`config.mk`:
```
export PLATFORM = sky130hd
export DESIGN_NAME = encoder42_seq
export DESIGN_NICKNAME = d
export VERILOG_FILES = /design/src/rtl/encoder42_seq.sv
export SDC_FILE = /design/constraint.sdc
export NUM_CORES = 1
export LEC_CHECK = 0
export ABC_AREA = 1
export CAP_MARGIN = 0
export CORE_UTILIZATION = 40
export CTS_CLUSTER_DIAMETER = 60
export DETAILED_ROUTE_END_ITERATION = 16
export PLACE_DENSITY = 0.66
export SLEW_MARGIN = 0
export SYNTH_ARGS = -nofsm -noshare
export SYNTH_HDL_FRONTEND = slang
export SYNTH_SLANG_ARGS = --single-unit
```
`constraint.sdc`:
```
create_clock -name clk -period 1.7 [get_ports clk]
set_input_delay 0.34 -clock clk [delete_from_list [all_inputs] [get_ports clk]]
set_output_delay 0.34 -clock clk [all_outputs]
set_load 0.005 [all_outputs]
```
`src/rtl/encoder42_seq.sv`:
```
// Sequential 4-to-2 priority encoder with sticky pending requests.
//
// Request pulses on req[3:0] are captured into a sticky pending register.
// One 2-bit index per accepted transfer is offered on a valid/ready
// handshake, always choosing the highest pending index. Once an index is
// offered, it is held stable until it is accepted. A request that lands on
// a bit that is already pending is reported as an overrun and counted.
//
// Ports:
//   clk          rising-edge clock
//   rst_n        asynchronous active-low reset
//   clear        synchronous flush of pending/offer state (counter kept)
//   req          request pulses, bit i registers event i
//   code         index of the offered event (3 = req[3])
//   valid        code is valid and offered
//   ready        consumer accepts code when valid & ready at a rising edge
//   pending      registered pending vector, including the offered bit
//   overrun      one-cycle pulse: a request hit an already-pending bit
//   overrun_cnt  saturating count of overrun pulses
module encoder42_seq #(
   parameter int unsigned CNT_W = 8
) (
   input  logic             clk,
   input  logic             rst_n,
   input  logic             clear,
   input  logic [3:0]       req,
   output logic [1:0]       code,
   output logic             valid,
   input  logic             ready,
   output logic [3:0]       pending,
   output logic             overrun,
   output logic [CNT_W-1:0] overrun_cnt
);

   typedef enum logic [0:0] {StIdle, StOffer} state_e;

   state_e           state_q;
   logic [3:0]       pending_q;
   logic [1:0]       code_q;
   logic             valid_q;
   logic             overrun_q;
   logic [CNT_W-1:0] cnt_q;

   logic       accept;
   logic [3:0] ack_mask;
   logic [3:0] pend_next;
   logic       ovr_hit;
   logic [1:0] prio_next;
   logic       cnt_full;

   always_comb begin
      accept    = valid_q & ready;
      ack_mask  = accept ? (4'b0001 << code_q) : 4'b0000;
      // A request on the bit being acknowledged re-arms it; not an overrun.
      pend_next = (pending_q & ~ack_mask) | req;
      ovr_hit   = |(req & pending_q & ~ack_mask);
      cnt_full  = (cnt_q == {CNT_W{1'b1}});
   end

   // Highest set bit of pend_next.
   always_comb begin
      prio_next = 2'd0;
      if (pend_next[3]) begin
         prio_next = 2'd3;
      end else if (pend_next[2]) begin
         prio_next = 2'd2;
      end else if (pend_next[1]) begin
         prio_next = 2'd1;
      end
   end

   always_ff @(posedge clk or negedge rst_n) begin
      if (!rst_n) begin
         state_q   <= StIdle;
         pending_q <= 4'b0000;
         code_q    <= 2'd0;
         valid_q   <= 1'b0;
         overrun_q <= 1'b0;
         cnt_q     <= '0;
      end else if (clear) begin
         // Flush wins over same-cycle requests and accepts; counter is kept.
         state_q   <= StIdle;
         pending_q <= 4'b0000;
         valid_q   <= 1'b0;
         overrun_q <= 1'b0;
      end else begin
         pending_q <= pend_next;
         overrun_q <= ovr_hit;
         if (ovr_hit && !cnt_full) begin
            cnt_q <= cnt_q + 1'b1;
         end
         unique case (state_q)
            StIdle: begin
               if (pend_next != 4'b0000) begin
                  code_q  <= prio_next;
                  valid_q <= 1'b1;
                  state_q <= StOffer;
               end
            end
            StOffer: begin
               // Offer is frozen until accepted, even if higher priority arrives.
               if (accept) begin
                  if (pend_next != 4'b0000) begin
                     code_q <= prio_next;
                  end else begin
                     valid_q <= 1'b0;
                     state_q <= StIdle;
                  end
               end
            end
            default: begin
               state_q <= StIdle;
               valid_q <= 1'b0;
            end
         endcase
      end
   end

   assign code        = code_q;
   assign valid       = valid_q;
   assign pending     = pending_q;
   assign overrun     = overrun_q;
   assign overrun_cnt = cnt_q;

endmodule

```
==> results.toml <==
[global_route]
track_usage_pct = 19.7
grt_pass1_vias = 877
overflow = 0
grt_pass1_wl_mm = 3.83
antenna_found_initial = 0
grt_max_degree = 18

[clock_network]
cts_buffers = 3
clock_sink_count = 17
cts.clk_slew.worst_paths_ps = 100
hold_buffers = 0
htreeDepth = 1
ctsLongestPathBuffers = 2
tritoncts = "yes"
clk_latency_ps = 280
ctsRootBufferMaster = "clkbuf_4"

[routing]
drc = 0
wire_per_inst_um = 12.1
via_per_inst = 4.89
drt-total-wl_mm = 2.22
drt_iter0_drc = 17
ant_nets = 0
vias = 899
firstDrtPassIters = 4

[sta]
period_minus_slack_ps = 1630
fmax_ghz = 0.615
rsz0062_at_grt = "false"
relSlewSlack_pct = 81.8
worst_slew_pin_slew_ps = 271
hold_viol_final = 0
final-max-slew-violation-count = 0
setup_violations = 0
finalCritPeriodShare_pct = 95.6
finClkSkew_ps = 2.84

[placement]
port_buffers = 23
gp_congestion = 0.790
hpwl_mm = 1.65

[cells_and_area]
seq_area_um2 = 427
drive_gt1_share_pct = 16.0
nNetsFinal = 166
num_antenna_cells = 0
nFillCells = 205
multi_input_area_um2 = 502
final_util_pct = 58.3
area_growth_pct = 34.2

[yosys]
synth_nets = 134
avgSynthCellArea_um2 = 7.91
synth_enable_flop_cells = 0
ys_ff_latch = 17
synth_cell_types = 22
yosys_warnings = 0
synth_commonest_cells = "nand2_1 (42), dfrtp_1 (17), inv_1 (14)"
yosysSeqAreaShare_pct = 43.0
syn_inst = 125
synth_area_leaders = "dfrtp_1 (43%), nand2_1 (16%), inv_1 (5.3%), nand4_1 (5.1%), nand2_2 (4.4%)"
synth_top_flop_cell = "dfrtp_1"
synth_top_area_cell = "dfrtp_1"
netlist.area_leader.share_pct = 43.0
syn_area_um2 = 988
synth.most_common_cell = "nand2_1"
async_reset_ff_share_pct = 100

[worst_setup_path]
crit_slowest_cell = "clkdlybuf4s50_1"
worstPathCellList = "clkdlybuf4s50_1"
critical_path_class = "register to primary output"
arrival_ps = 1290
cpPeakStageDelay_ps = 540
worstSetupEndpointType = "primary output"
r2r_cells = 7
r2r-end = "overrun_cnt[7]$_DFFE_PN0P_"
cp_top_family = "buffers and inverters"
cp_max_fo = 5
r2r_slack_ps = 220
path_buf_inv = 1
critPathRequiredTime_ps = 1360
r2r_start = "overrun_cnt[0]$_DFFE_PN0P_"
startpoint_type = "register"

[hold_path]
holdCritPathClass = "input port to asynchronous set/reset pin"

[power_and_ir_drop]
power_w = 0.00118
leakagePower_nw = 0.666
ir_drop_mv = 0.617
power_density_mw_per_mm2 = 890

[floorplanning]
core_mm2 = 0.00228
std_cell_rows = 17
num_io_pins = 24
die_h_um = 51.7
start_util_pct = 43.4
die_area_mm2 = 0.00267
die_w_um = 51.7

[job]
drv_cap = 0

[run_status]
outcome = "completed"
[metal layers]
metal	vias up	wire length [µm]	track usage, %
met5	-	0	0
met2	20	1020	30.7
li1	463	-	-
met4	0	38	11.3
met1	412	1090	26.4
met3	4	72	2.05
[power breakdown]
group	switching, W	internal, W	total (W)
Sequential	0.0000850	0.000472	0.000557
Combinational	0.000181	0.000227	0.000408
Clock	0.000125	0.0000910	0.000216
[kinds of logic (layout without fill, tap and decap cells)]
family / count (synthesis) / count (layout) / share of synthesized area, %
and+or+nand+nor: 75 / 75 / 38.0
DFF: 17 / 17 / 43.0
buffers and inverters: 16 / 47 / 6.20
AOI/OAI and AO/OA: 11 / 11 / 7.09
xor gates and xnor gates: 5 / 5 / 4.43
adders and majority gates: 1 / 1 / 1.27
[how the worst max path moves through the flow]
| stage | slack, ps | endpoint | cells past startpoint | start |
|---|---|---|---|---|
| global route | 9 | code[0] | 1 | code[0]$_DFFE_PN0P_ |
| detailed placement | -70 | valid$_DFFE_PN0P_ | 12 | ready |
| floorplan | 400 | overrun_cnt[6]$_DFFE_PN0P_ | 7 | overrun_cnt[0]$_DFFE_PN0P_ |
| global placement | -10 | overrun_cnt[0]$_DFFE_PN0P_ | 9 | ready |
| finish | 70 | overrun_cnt[7] | 1 | overrun_cnt[7]$_DFFE_PN0P_ |
| CTS | 50 | overrun_cnt[6] | 1 | overrun_cnt[6]$_DFFE_PN0P_ |
[cells in the final DEF, fill, tap and decap left out, drive strengths merged]
master         netlist  routed
a21oi                7       7
buf                  1       5
clkbuf               0       4
clkdlybuf4s50        0      23
dfrtp               17      17
ha                   1       1
inv                 15      15
nand2               50      50
nand3                6       6
nand3b               1       1
nand4                8       8
nor2                10      10
o21ai                4       4
xnor2                2       2
xor2                 3       3
[sequential cells by signal, summed over array words and instances (netlist names)]
name and cells:
pending 4, overrun 1, code 2, state_q 1, overrun_cnt 8, valid 1
[area by class of cell]
cell class,count,area share [%]
Inverter,15,4.25
Clock buffer,4,1.98
Sequential cell,17,32.2
Timing Repair Buffer,28,21.1
Multi-Input combinational cell,92,37.8
Tap cell,28,2.64
[through the flow]
| step | cells | hold slack (ps) | TNS [ps] | setup WS, ps | instance area, µm² |
|---|---|---|---|---|---|
| floorplan | 125 | 44.4 | 0 | 399 | 988 |
| global placement | 180 | 512 | -47.3 | -10.0 | 1300 |
| detailed placement | 180 | 539 | -438 | -70.4 | 1300 |
| CTS | 184 | 361 | 0 | 49.2 | 1330 |
| global route | 184 | 389 | 0 | 8.60 | 1330 |
| finish | 184 | 366 | 0 | 74.1 | 1330 |
[timing repair]
action,4_1_cts,5_1_grt
buffers inserted,0,0
endpoints found under the setup margin,0,1
resized for setup,0,1
Note: power is estimated with default switching activity, not from simulation.
